--- src/rtl/shift_pkg.sv ---
// Shared encodings for the universal shift register: operating modes and
// the shift-direction flag values used by the word counter.
package shift_pkg;

    localparam logic [1:0] MODE_HOLD = 2'b00;
    localparam logic [1:0] MODE_SHR  = 2'b01;
    localparam logic [1:0] MODE_SHL  = 2'b10;
    localparam logic [1:0] MODE_LOAD = 2'b11;

    localparam logic DIR_R = 1'b0;
    localparam logic DIR_L = 1'b1;

endpackage : shift_pkg

--- src/rtl/usr_cell.sv ---
// One bit of the universal shift register: a synchronously reset flop fed by
// a 4:1 mux selecting hold, the left neighbour (shift right), the right
// neighbour (shift left) or the parallel-load bit.
module usr_cell
    import shift_pkg::*;
(
    input  logic       clk_i,
    input  logic       reset_i,
    input  logic       en_i,
    input  logic [1:0] mode_i,
    input  logic       left_i,
    input  logic       right_i,
    input  logic       pdata_i,
    output logic       q_o
);

    logic q_q;
    logic q_d;

    // Next-state mux: the clock enable gates every mode back to hold.
    always_comb begin
        q_d = q_q;
        if (en_i) begin
            case (mode_i)
                MODE_HOLD: q_d = q_q;
                MODE_SHR:  q_d = left_i;
                MODE_SHL:  q_d = right_i;
                MODE_LOAD: q_d = pdata_i;
                default:   q_d = q_q;
            endcase
        end else begin
            q_d = q_q;
        end
    end

    // Bit storage with synchronous reset to zero.
    always_ff @(posedge clk_i) begin
        if (reset_i) begin
            q_q <= 1'b0;
        end else begin
            q_q <= q_d;
        end
    end

    assign q_o = q_q;

endmodule : usr_cell

--- src/rtl/univ_shift_reg.sv ---
// WIDTH-bit universal shift register (hold / shift right / shift left /
// parallel load) with a serial word counter. Each run of WIDTH enabled
// same-direction shifts pulses word_valid and captures the post-shift
// register value into pout.
module univ_shift_reg
    import shift_pkg::*;
#(
    parameter int unsigned WIDTH = 8
) (
    input  logic             clk,
    input  logic             reset,
    input  logic             en,
    input  logic [1:0]       mode,
    input  logic             sin_r,
    input  logic             sin_l,
    input  logic [WIDTH-1:0] pdata,
    output logic [WIDTH-1:0] q,
    output logic             sout_r,
    output logic             sout_l,
    output logic             word_valid,
    output logic [WIDTH-1:0] pout
);

    localparam int unsigned     CNT_W    = $clog2(WIDTH + 1);
    localparam logic [CNT_W-1:0] CNT_ZERO = CNT_W'(0);
    localparam logic [CNT_W-1:0] CNT_ONE  = CNT_W'(1);
    localparam logic [CNT_W-1:0] CNT_FULL = CNT_W'(WIDTH);

    logic [WIDTH-1:0] q_s;
    logic [WIDTH-1:0] shr_s;
    logic [WIDTH-1:0] shl_s;

    logic             shift_req_s;
    logic             shift_dir_s;
    logic [WIDTH-1:0] shifted_s;
    logic [CNT_W-1:0] cnt_nxt_s;

    logic [CNT_W-1:0] cnt_q,   cnt_d;
    logic             dir_q,   dir_d;
    logic             wv_q,    wv_d;
    logic [WIDTH-1:0] pout_q,  pout_d;

    // Shifted images of the register; bit i of each feeds cell i directly.
    assign shr_s = {sin_r, q_s[WIDTH-1:1]};
    assign shl_s = {q_s[WIDTH-2:0], sin_l};

    genvar gi;
    generate
        for (gi = 0; gi < WIDTH; gi++) begin : g_cell
            usr_cell u_cell (
                .clk_i   (clk),
                .reset_i (reset),
                .en_i    (en),
                .mode_i  (mode),
                .left_i  (shr_s[gi]),
                .right_i (shl_s[gi]),
                .pdata_i (pdata[gi]),
                .q_o     (q_s[gi])
            );
        end
    endgenerate

    // Decode whether this cycle shifts, in which direction, and the post-shift value.
    always_comb begin
        shift_req_s = 1'b0;
        shift_dir_s = dir_q;
        shifted_s   = q_s;
        if (en) begin
            case (mode)
                MODE_SHR: begin
                    shift_req_s = 1'b1;
                    shift_dir_s = DIR_R;
                    shifted_s   = shr_s;
                end
                MODE_SHL: begin
                    shift_req_s = 1'b1;
                    shift_dir_s = DIR_L;
                    shifted_s   = shl_s;
                end
                default: begin
                    shift_req_s = 1'b0;
                    shift_dir_s = dir_q;
                    shifted_s   = q_s;
                end
            endcase
        end else begin
            shift_req_s = 1'b0;
        end
    end

    // Word counter: a direction change restarts the word with the current bit
    // as bit one; reaching WIDTH completes the word and rearms the counter.
    always_comb begin
        cnt_d     = cnt_q;
        dir_d     = dir_q;
        pout_d    = pout_q;
        wv_d      = 1'b0;
        cnt_nxt_s = cnt_q;
        if (shift_req_s) begin
            if (shift_dir_s == dir_q) begin
                cnt_nxt_s = cnt_q + CNT_ONE;
            end else begin
                cnt_nxt_s = CNT_ONE;
                dir_d     = shift_dir_s;
            end
            if (cnt_nxt_s == CNT_FULL) begin
                cnt_d  = CNT_ZERO;
                wv_d   = 1'b1;
                pout_d = shifted_s;
            end else begin
                cnt_d  = cnt_nxt_s;
            end
        end else if (en && (mode == MODE_LOAD)) begin
            cnt_d = CNT_ZERO;
        end else begin
            cnt_d = cnt_q;
        end
    end

    // Counter, direction flag and word outputs with synchronous reset.
    always_ff @(posedge clk) begin
        if (reset) begin
            cnt_q  <= CNT_ZERO;
            dir_q  <= DIR_R;
            wv_q   <= 1'b0;
            pout_q <= {WIDTH{1'b0}};
        end else begin
            cnt_q  <= cnt_d;
            dir_q  <= dir_d;
            wv_q   <= wv_d;
            pout_q <= pout_d;
        end
    end

    assign q          = q_s;
    assign sout_r     = q_s[0];
    assign sout_l     = q_s[WIDTH-1];
    assign word_valid = wv_q;
    assign pout       = pout_q;

endmodule : univ_shift_reg

--- config.mk ---
export PLATFORM = sky130hd
export DESIGN_NAME = univ_shift_reg
export DESIGN_NICKNAME = d
export VERILOG_FILES = /design/src/rtl/shift_pkg.sv /design/src/rtl/usr_cell.sv /design/src/rtl/univ_shift_reg.sv
export SDC_FILE = /design/constraint.sdc
export NUM_CORES = 1
export LEC_CHECK = 0
export ABC_AREA = 1
export BUFFER_PORTS_ARGS = -buffer_cell sky130_fd_sc_hd__buf_2
export CAP_MARGIN = 30
export CORE_UTILIZATION = 51
export DETAILED_ROUTE_END_ITERATION = 8
export HOLD_SLACK_MARGIN = 0.03
export PLACE_DENSITY = 0.82
export SLEW_MARGIN = 10
export SYNTH_ARGS = -nofsm -noshare
export SYNTH_HDL_FRONTEND = slang
export SYNTH_SLANG_ARGS = --single-unit
export TNS_END_PERCENT = 5
--- constraint.sdc ---
create_clock -name clk -period 1.9 [get_ports clk]
set_input_delay 0.095 -clock clk [delete_from_list [all_inputs] [get_ports clk]]
set_output_delay 0.095 -clock clk [all_outputs]
set_load 0.1 [all_outputs]
# --- Yosys cells after proc, flatten, opt, wreduce, memory -nomap -nowiden ---
# Index checks and enable logic that the tools add are counted.
word_totals:
  reg_bits: 22
  out_inout_bits: 19
  elab_cells: 49
op_classes:
  addsub: 1
  n_eq_ne: 5
  mux: 20
  n_bitwise: 3
  n_reduce_logical: 8
op_table:
  columns: ["op", "count"]
  rows:
  - ["case mux 1 bit (3 select lines)", 8]
  - ["2-to-1 mux 4 bit", 5]
  - ["case mux 8 bit (2 select lines)", 1]
  - ["2-to-1 mux 8 bit", 1]
  - ["AND reduction 2 bit", 3]
  - ["adder 4 x 1 -> 4 bit, second input constant", 1]
  - ["equality test 2 bit, second input constant", 2]
  - ["equality test 4 bit, second input constant", 1]
  - ["2-to-1 mux 1 bit", 4]
  - ["OR reduction 2 bit", 2]
  - ["inverter 1 bit", 3]
  - ["equality test 2 x 1 -> 1 bit, second input constant", 1]
  - ["logical NOT 2 bit", 1]
  - ["case mux 1 bit (2 select lines)", 1]
  - ["nonzero test 2 bit", 1]
  - ["equality test 1 bit", 1]
  - ["logical AND 1 bit", 1]

# --- Longest topological paths before layout ---
# Gate-level depths: netlist of the first run.
logic_depth:
  word_depth: 9
  depth_mapped: 10
  ltp_nobuf: 10

# --- Modules after synthesis ---
# From an unflattened synthesis of the first run, not the netlist that was laid out.
hier_totals:
  cells_unflattened: 261
  hier_area_um2: 1522.7
by_module_without_submodules:
  columns: ["module", "instances", "cells_each", "area_each_um2"]
  rows:
  - ["univ_shift_reg", 1, 133, 872.1]
  - ["usr_cell", 8, 16, 81.3]

# --- Worst setup path before layout of the first run ---
# OpenSTA, ideal clock, no wires.
synth_path:
  path_kind: "register to output"
  from: "reg g_cell[7].u_cell.q_q"
  to: "out q[7]"
  arrival_ps: 1403
  required_ps: 1805
  setup_slack_ps: 402
  path_stages_with_launch: 2
  cell_sequence: "dfxtp_1 buf_4"
synth_rtl:
  columns: ["element", "line", "rtl"]
  rows:
  - ["start: declaration", "usr_cell.sv:17", "logic q_q;"]
  - ["start signal: assignment", "usr_cell.sv:41", "q_q <= q_d;"]
  - ["end: declaration", "univ_shift_reg.sv:17", "output logic [WIDTH-1:0] q,"]
# No word-level cell between the ends.

# --- Final worst setup path of the first run ---
layout_path:
  from: "reg cnt_q[0]"
  to: "reg pout_q[4] (netlist: pout[4])"
layout_between:
  elab_chain_cells: 5
layout_rtl:
  columns: ["element", "line", "rtl"]
  rows:
  - ["start: declaration", "univ_shift_reg.sv:38", "logic [CNT_W-1:0] cnt_q, cnt_d;"]
  - ["start signal: assignment", "univ_shift_reg.sv:128", "cnt_q <= cnt_d;"]
  - ["adder 4 x 1 -> 4 bit", "univ_shift_reg.sv:101", "cnt_nxt_s = cnt_q + CNT_ONE;"]
  - ["2-to-1 mux 4 bit", "univ_shift_reg.sv:100", "if (shift_dir_s == dir_q) begin"]
  - ["2-to-1 mux 4 bit", "univ_shift_reg.sv:99", "if (shift_req_s) begin"]
  - ["equality test 4 bit", "univ_shift_reg.sv:106", "if (cnt_nxt_s == CNT_FULL) begin"]
  - ["AND reduction 2 bit (no line)", null, null]
  - ["end signal: assignment", "univ_shift_reg.sv:126", "pout_q <= {WIDTH{1'b0}};"]
  - ["end signal: assignment", "univ_shift_reg.sv:131", "pout_q <= pout_d;"]
  - ["end: declaration", "univ_shift_reg.sv:41", "logic [WIDTH-1:0] pout_q, pout_d;"]
# Every way passes these cells. The select of a mux whose other input is x is not followed.
# A chain may end at the register's enable or synchronous reset.

==> reports/metrics.csv, run 1 <==
metric,value,unit
power.leakage,0.668,nW
yosysTopAreaCellShare,0.345,
dr.pass1.iters,4,
gr-usage-all-layers,0.215,
dieArea,0.00270,mm^2
peakVddDrop,0.509,mV
layout.area.seq,440,um^2
multiInputGateArea,679,um^2
globalplace.congestion,0.844,
core-area,0.00228,mm^2
tightest_slew,0.544,ns
rsz0062_at_grt,no,
criticalPathCategory,reg2reg,
totalWireLength,2610,um
nFillCells,212,
timing.rr.end,pout[4]$_SDFFE_PP0P_,
yosysSeqAreaShare,0.345,
fin_nets,232,
clk_latency,0.31,ns
finish.utilization,0.636,
synthesis.area,0.00127,mm^2
ant_nets,0,
cp-startpoint,cnt_q[0]$_SDFFE_PP0P_,
netlist_instances,186,
cts_buffers,3,
antenna_cells,0,
cts_tree,yes,
finalMaxSlewViolations,0,
critPathRequiredTime,2.11,ns
antenna_found_initial,0,
maxSlewHeadroom,0.636,
synth_largest_area_cell,dfxtp_1,
path_max_fanout,8,
syn_avg_cell_area,6.85,um^2
finalPower,1.12,mW
r2r_cells,6,
port_buffers,33,
cts.path.max_buffers,2,
fmax,642,MHz
grt_pass1_vias,1126,
grt-ovfl-total,0,
grt_max_degree,18,
start_kind,flip-flop,
setup_viol,0,
cts-root-buf,clkbuf_4,
pre_cts_ws,0.264,ns
arrival,1.76,ns
vias,1278,
endpoint_kind,flip-flop,
area_delta_synth_final,13.4,%
cap_violations,0,
reg2reg_from,cnt_q[0]$_SDFFE_PP0P_,
synth_seq_cells,22,
hold_violations,0,
ys_top_cells_by_area,"dfxtp_1 35%, nand2_1 17%, nor2_1 5.9%",
drtIter0Drc,33,
start_util,0.560,
grt_pass1_wl,4420,um
ys_warn_count,0,
skew,0.00877,ns
clk_pin_slew_worst_paths,0.13,ns
layout-drive-gt1-share,0.223,
place_hpwl,2010,um
status,completed,
hold_class,in2reg,
cts.htree.levels,1,
syn_nets,206,
clkSinkCount,22,
die_h,52,um
fp-row-count,17,
finalWorstSetupSlack,0.342,ns
synth.distinct_cells,22,
pwr_density_cell,777,mW/mm^2
period_share,0.820,
crit_path_end,pout[4]$_SDFFE_PP0P_,
cts_resized,0,
min_period,1.56,ns
r2r_slack,0.34,ns
routedWlPerCell,10.9,um
via_per_inst,5.35,
die_w,52,um
drc_errors,0,
num_io_pins,34,
tns,0,ns
-- logic make-up (layout without fill, tap and decap cells) --
group	Yosys count	in the layout	synth area share
AO/OA/AOI/OAI	25	25	0.124
adder cells (fa/ha/maj)	5	5	0.0491
buffers and inverters	30	55	0.122
flip-flops	22	22	0.345
AND/OR/NAND/NOR	104	104	0.360
-- final cells by class --
type                            instances  share of cell area
Inverter                               17              0.0441
Multi-Input combinational cell        134               0.470
Clock inverter                          1              0.0208
Tap cell                               28              0.0242
Timing Repair Buffer                   34               0.121
Sequential cell                        22               0.304
Clock buffer                            3              0.0156
-- timing repair --
item                      4_1_cts  5_1_grt
hold endpoints to repair        3        0
buffers inserted                0        0
hold buffers                    1        0
-- through the flow --
step | instances | hold WS, ns | cell area, um^2
2_1_floorplan | 186 | 0.164 | 1270
3_3_place_gp | 234 | 0.360 | 1380
3_5_place_dp | 234 | 0.361 | 1380
4_1_cts | 239 | 0.0627 | 1450
5_1_grt | 239 | 0.0659 | 1450
6_report | 239 | 0.0704 | 1450
-- worst max-delay path, stage by stage, from the launching register on --
cell and delay (ns):
dfxtp_1 0.46, ha_1 0.30, o21bai_1 0.18, nor2_2 0.26, nand2_1 0.11, nand3_1 0.08
nand2_1 0.06
-- synth_stat cells (all sizes together) --
cell type	number
ha	5
a41oi	8
o21bai	1
nor2	24
nand3	17
inv	16
clkbuf	2
o21ai	11
nand2	60
dfxtp	22
clkinv	1
buf	11
a21oi	5
nand4	3
-- state kept, by name, summed over array words and instances, names as in the netlist --
register / cells
pout: 8
g_cell.u_cell.q_o: 8
dir_q: 1
cnt_q: 4
word_valid: 1
-- where the power goes --
part / total (mW) / leakage, nW / internal, mW / switching [mW]
registers: 0.500 / 0.179 / 0.479 / 0.0215
logic: 0.270 / 0.461 / 0.0605 / 0.209
clock network: 0.353 / 0.0279 / 0.213 / 0.140
-- layout by cell type (no fill, tap or decap) --
master / instances
ha_1: 5
clkbuf_4: 3
a41oi_1: 8
buf_2: 33
nand2_2: 2
a21oi_1: 5
nand4_1: 3
o21ai_1: 1
inv_2: 1
clkinv_1: 1
nor2_4: 2
nor2_2: 2
nand3_1: 14
inv_1: 15
nor2_1: 20
o21bai_1: 1
bufinv_16: 1
dfxtp_1: 22
dlygate4sd3_1: 1
nand3_2: 3
o21ai_0: 10
nand2_1: 58
-- how the worst min path moves through the flow --
stage | start | end | slack, ns | depth (start not counted)
floorplan | reset | cnt_q[0]$_SDFFE_PP0P_ | 0.16 | 1
global placement | reset | cnt_q[0]$_SDFFE_PP0P_ | 0.36 | 2
detailed placement | reset | cnt_q[1]$_SDFFE_PP0P_ | 0.36 | 2
CTS | pdata[3] | g_cell[3].u_cell.q_o$_SDFFE_PP0P_ | 0.06 | 3
global route | pdata[0] | g_cell[0].u_cell.q_o$_SDFFE_PP0P_ | 0.07 | 3
finish | pdata[1] | g_cell[1].u_cell.q_o$_SDFFE_PP0P_ | 0.07 | 3
-- metal layers --
metal	routed length, um	global-route usage	part of all wire	vias up
li1	-	-	-	650
met1	1190	0.258	0.46	588
met2	1260	0.382	0.48	36
met3	127	0.0263	0.049	4
met4	28	0.0811	0.011	0
met5	0	0	0	-
Power figures use the tool's default switching activity.
==> run 2, diff against run 1 <==
--- a/config.mk
+++ b/config.mk
@@ -8,10 +8,10 @@
 export ABC_AREA = 1
 export BUFFER_PORTS_ARGS = -buffer_cell sky130_fd_sc_hd__buf_2
 export CAP_MARGIN = 30
-export CORE_UTILIZATION = 51
+export CORE_UTILIZATION = 46
 export DETAILED_ROUTE_END_ITERATION = 8
 export HOLD_SLACK_MARGIN = 0.03
-export PLACE_DENSITY = 0.82
+export PLACE_DENSITY = 0.78
 export SLEW_MARGIN = 10
 export SYNTH_ARGS = -nofsm -noshare
 export SYNTH_HDL_FRONTEND = slang
==> constraint.sdc (replaced) <==
create_clock -name clk -period 1.3 [get_ports clk]
set_input_delay 0.065 -clock clk [delete_from_list [all_inputs] [get_ports clk]]
set_output_delay 0.065 -clock clk [all_outputs]
set_load 0.1 [all_outputs]
==> run 2 against run 1 <==
Compared with the run above: the run now ends with negative setup slack left; final cell count grew 11%; sequential cell count is the same; critical path depth grew 1; worst setup slack lost 0.39 ns; register-to-register slack lost 0.39 ns; count of clock-buffer cells in the layout is the same; routed wire length grew 14%; critical path type unchanged.
==> reports/metrics.csv, run 2 (synthesis gave the netlist of run 1 again) <==
metric,value,unit,change
die_h,54.6,um,+5.1%
start_util,0.501,,-0.0592
endpoint_kind,flip-flop,,
port_buffers,33,,unchanged
arrival,1.58,ns,-0.18 ns
pwr_density_cell,1040,mW/mm^2,+34%
clkSinkCount,22,,unchanged
antenna_cells,0,,unchanged
finalWorstSetupSlack,-0.0452,ns,-0.387 ns
setup_viol,8,,+8
switching_share,0.337,,+0.00639
vias,1367,,+7.0%
drtIter0Drc,25,,-24%
cts_tree,yes,,
p_seq_frac,0.416,,-0.029
grt-ovfl-total,0,,unchanged
area_delta_synth_final,32.3,%,
drc_errors,0,,unchanged
clkPwrFrac,0.313,,about the same
hold_class,in2reg,,
tightest_slew,0.487,ns,-0.0569 ns
clk_latency,0.32,ns,about the same
die_w,54.6,um,+5.1%
clk_pin_slew_worst_paths,0.14,ns,about the same
mostFrequentLayoutCells,"58 x nand2_1, 27 x buf_2, 19 x nor2_1, 19 x dfxtp_1",,
dieArea,0.00299,mm^2,+10%
min_period,1.35,ns,-0.213 ns
power.leakage,0.779,nW,+17%
layout_commonest_cell,nand2_1,,
globalplace.congestion,0.829,,-1.8%
start_kind,flip-flop,,
fin_nets,256,,+10%
p_comb_frac,0.271,,+0.031
critPathRequiredTime,1.54,ns,-0.57 ns
finalMaxSlewViolations,0,,unchanged
dr.pass1.iters,4,,unchanged
via_per_inst,5.16,,-3.5%
cts_buffers,3,,unchanged
skew,0.00574,ns,-0.00303 ns
cts.path.max_buffers,2,,unchanged
grt_pass1_vias,1210,,+7.5%
grt_max_degree,17,,-1
p_int,1.17,mW,+55%
peakVddDrop,0.877,mV,+72%
failed_checks,negative setup slack,,
ant_nets,0,,unchanged
status,"finished, violations left",,
cts.htree.levels,1,,unchanged
num_io_pins,34,,unchanged
criticalPathCategory,reg2reg,,
gr-usage-all-layers,0.221,,+0.00634
core-area,0.00254,mm^2,+12%
place_hpwl,2080,um,+3.8%
crit_slowest_cell,dfxtp_2,,
antenna_found_initial,0,,unchanged
finish.utilization,0.663,,+0.0272
crit_path_max_incr_delay,0.36,ns,-0.10 ns
routedWlPerCell,11.3,um,+3.2%
totalWireLength,2980,um,+14%
fmax,743,MHz,+16%
path_max_fanout,6,,-2
layout-drive-gt1-share,0.289,,+0.0666
holdWs,0.0376,ns,-0.0328 ns
cap_violations,0,,unchanged
cts-root-buf,clkbuf_4,,
power.switching,0.592,mW,+59%
grt_pass1_wl,4800,um,+8.6%
crit_chain,ha_4 -> o21bai_1 -> nor2_2 -> buf_6 -> nand3_1 -> nand2_1 -> nor2_1,,
rsz0062_at_grt,yes,,
fp-row-count,18,,+1
maxSlewHeadroom,0.677,,+0.0415
period_share,1.03,,+0.215
hold_violations,0,,unchanged
## run 2: changes by cell type in the layout (fill, tap and decap cells not counted), sizes merged
cell / previous run / this run
buf: 33 / 43
dlygate4sd3: 1 / 9
clkbuf: 3 / 9
## run 2: layout make-up
cell class                 instances  area, um^2
fill                             244         858
multi-input combinational        134         694
sequential                        22         444
timing repair buffer              58         394
inverter                          17        63.8
tap                               30        37.5
clock inverter                     1        30.0
clock buffer                       3        22.5
## run 2: per-layer routing
metal  global-route usage  part of all wire
met5                    0                 0
met4               0.0385            0.0054
met3               0.0611             0.041
met2                0.410              0.52
met1                0.249              0.43
## run 2: timing repair
| action | 4_1_cts | 5_1_grt |
|---|---|---|
| buffers inserted | 1 | 0 |
| cloned | 0 | 0 |
| setup endpoints to repair | 9 | 14 |
| hold buffers | 9 | 0 |
| pin swaps | 6 | 1 |
| hold endpoints to repair | 13 | 0 |
| resized for setup | 5 | 6 |
## run 2: final timing paths
path	from	endpoint	cells past startpoint	slack [ns]
setup / recovery	cnt_q[1]$_SDFFE_PP0P_	pout[1]$_SDFFE_PP0P_	7	-0.05
hold / removal	pdata[6]	g_cell[6].u_cell.q_o$_SDFFE_PP0P_	3	0.04
setup reg to reg	cnt_q[1]$_SDFFE_PP0P_	pout[1]$_SDFFE_PP0P_	7	-0.05
hold reg to reg	pout[2]$_SDFFE_PP0P_	pout[2]$_SDFFE_PP0P_	2	0.49
## run 2: power by group through the flow
stage	Sequential (mW)	Clock, mW	Combinational (mW)
4_1_cts	0.729	0.554	0.468
5_1_grt	0.735	0.587	0.510
6_report	0.731	0.550	0.477
3_5_place_dp	0.741	0	0.438
3_3_place_gp	0.741	0	0.433
2_1_floorplan	0.774	0	0.311
## run 2: stage by stage
step | power, mW | cells | worst slack, ns | setup TNS (ns) | instance area [um^2]
6_report | 1.76 | 265 | -0.0452 | -0.248 | 1690
2_1_floorplan | 1.09 | 186 | -0.160 | -0.928 | 1280
5_1_grt | 1.83 | 265 | -0.129 | -0.884 | 1690
4_1_cts | 1.75 | 265 | -0.0131 | -0.0188 | 1670
3_5_place_dp | 1.18 | 251 | -0.159 | -1.14 | 1500
3_3_place_gp | 1.17 | 251 | -0.117 | -0.719 | 1500
## run 2: critical path: cells and delay by family, from the launching register on
| family | cells | cell delay, ns |
|---|---|---|
| fa+ha+maj | 1 | 0.24 |
| simple gates | 4 | 0.37 |
| flops | 1 | 0.36 |
| compound gates | 1 | 0.16 |
| buf+inv | 1 | 0.14 |
==> run 3, diff against run 2 <==
--- a/config.mk
+++ b/config.mk
@@ -8,6 +8,7 @@
 export ABC_AREA = 1
 export BUFFER_PORTS_ARGS = -buffer_cell sky130_fd_sc_hd__buf_2
 export CAP_MARGIN = 30
+export CORE_ASPECT_RATIO = 1.5
 export CORE_UTILIZATION = 46
 export DETAILED_ROUTE_END_ITERATION = 8
 export HOLD_SLACK_MARGIN = 0.03
==> run 3 against run 2 <==
Compared with the run above: the flow still finishes with violations (negative setup slack); final cell count grew 0.75%; total power grew 3.6%; global-route usage grew 0.38 points; clock power grew 16%; fmax shrank 1.4%; register-to-register slack lost 0.02 ns; first-iteration DRC count shrank 4.0%; critical path depth grew 2; worst setup slack lost 0.019 ns; die area grew 0.15%; largest cell class unchanged.
==> reports/metrics.csv, run 3 (synthesis gave the netlist of run 1 again) <==
metric,value,unit,change
status,"finished, violations left",,
failed_checks,negative setup slack,,
nFillCells,250,,+2.5%
cts_buffers,3,,unchanged
cts.htree.levels,1,,unchanged
grt_pass1_vias,1198,,-0.99%
cts_tree,yes,,
finalPower,1.82,mW,+3.6%
maxSlewHeadroom,0.676,,-0.00169
setup_viol,8,,unchanged
clk_latency,0.26,ns,-0.06 ns
drc_errors,0,,unchanged
num_io_pins,34,,unchanged
pwr_density_cell,1090,mW/mm^2,+4.8%
period_share,1.05,,+0.0148
totalWireLength,2880,um,-3.5%
die_h,66.5,um,+22%
critPathRequiredTime,1.50,ns,-0.04 ns
ant_nets,0,,unchanged
grt_max_degree,18,,+1
core-area,0.00265,mm^2,+4.0%
endpoint_kind,flip-flop,,
fin_nets,251,,-2.0%
die_w,45.0,um,-18%
dr.pass1.iters,4,,unchanged
min_period,1.36,ns,+0.0193 ns
clk_pin_slew_worst_paths,0.08,ns,-0.06 ns
cts.path.max_buffers,2,,unchanged
holdWs,0.0540,ns,+0.0164 ns
tightest_slew,0.486,ns,-0.00136 ns
criticalPathCategory,reg2reg,,
rsz0062_at_grt,yes,,
arrival,1.57,ns,about the same
dieArea,0.00299,mm^2,+0.15%
power.leakage,0.780,nW,about the same
via_per_inst,4.96,,-3.9%
area_delta_synth_final,30.8,%,
path_max_fanout,8,,+2
hold_violations,0,,unchanged
cap_violations,0,,unchanged
layout_commonest_cell,nand2_1,,
skew,0.00139,ns,-0.00435 ns
clkSinkCount,22,,unchanged
port_buffers,33,,unchanged
multiInputGateArea,722,um^2,+4.0%
fmax,733,MHz,-1.4%
layout.area.seq,444,um^2,unchanged
cts-root-buf,clkbuf_8,,
hold_class,in2reg,,
finalWorstSetupSlack,-0.0645,ns,-0.0193 ns
grt-ovfl-total,0,,unchanged
fp-row-count,23,,+5
routedWlPerCell,10.8,um,-4.2%
start_kind,flip-flop,,
finalMaxSlewViolations,0,,unchanged
vias,1324,,-3.1%
r2r_slack,-0.06,ns,-0.02 ns
layout-drive-gt1-share,0.343,,+0.0541
antenna_cells,0,,unchanged
drtIter0Drc,24,,-4.0%
start_util,0.482,,-0.0194
grt_pass1_wl,5110,um,+6.3%
place_hpwl,2050,um,-1.8%
mostFrequentLayoutCells,"56 x nand2_1, 33 x buf_2, 19 x dfxtp_1, 19 x buf_4, 18 x nor2_1",,
peakVddDrop,0.619,mV,-29%
antenna_found_initial,0,,unchanged
globalplace.congestion,0.819,,-1.2%
gr-usage-all-layers,0.225,,+0.00377
-- run 3: power breakdown --
part,leakage (nW),internal (mW),switching (mW)
logic,0.563,0.131,0.323
registers,0.180,0.700,0.0298
clock network,0.0357,0.411,0.227
total,0.780,1.24,0.580
-- run 3: per-layer routing --
metal	track usage	share of wire
met5	0	0
met4	0.102	0.015
met3	0.0298	0.031
met2	0.379	0.52
met1	0.274	0.43
-- run 3: final cells by class --
type	instances	area share
multi-input cells	134	0.433
inverters	17	0.0390
clock inverters	1	0.0180
flip-flops and latches	22	0.266
well taps	37	0.0278
clock buffers	3	0.0248
repair buffers	53	0.191
-- run 3: through the flow --
| step | util | instance area, um^2 | worst slack, ns | std cells | TNS [ns] |
|---|---|---|---|---|---|
| 2_1_floorplan | - | 1280 | -0.160 | 186 | -0.928 |
| 3_5_place_dp | 0.573 | 1520 | -0.157 | 259 | -1.27 |
| 4_1_cts | 0.630 | 1670 | -0.0166 | 267 | -0.105 |
| 6_report | 0.630 | 1670 | -0.0645 | 267 | -0.480 |
| 5_1_grt | 0.630 | 1670 | -0.205 | 267 | -1.57 |
| 3_3_place_gp | 0.573 | 1520 | -0.123 | 259 | -0.961 |
-- run 3: final timing paths --
| kind | start | to | cells past startpoint |
|---|---|---|---|
| max reg2reg | cnt_q[1]$_SDFFE_PP0P_ | pout[1]$_SDFFE_PP0P_ | 9 |
| max | cnt_q[1]$_SDFFE_PP0P_ | pout[1]$_SDFFE_PP0P_ | 9 |
| min | reset | cnt_q[1]$_SDFFE_PP0P_ | 2 |
| min reg2reg | pout[4]$_SDFFE_PP0P_ | pout[4]$_SDFFE_PP0P_ | 2 |
-- run 3: repair_timing --
action / CTS / global route
gates cloned: 0 / 0
gates resized for setup: 14 / 0
pin swaps: 11 / 5
buffers inserted: 4 / 0
hold buffers: 0 / 0
setup endpoints to repair: 9 / 11
-- run 3: critical path, cell delays in order, from the launching register on --
cell and delay, ns:
dfxtp_2 0.36, ha_4 0.16, nand2_2 0.06, clkinv_2 0.06, nor2_2 0.04, nor2_1 0.11
nand3_2 0.13, nor2_4 0.23, nor2_1 0.06, nor2_1 0.09
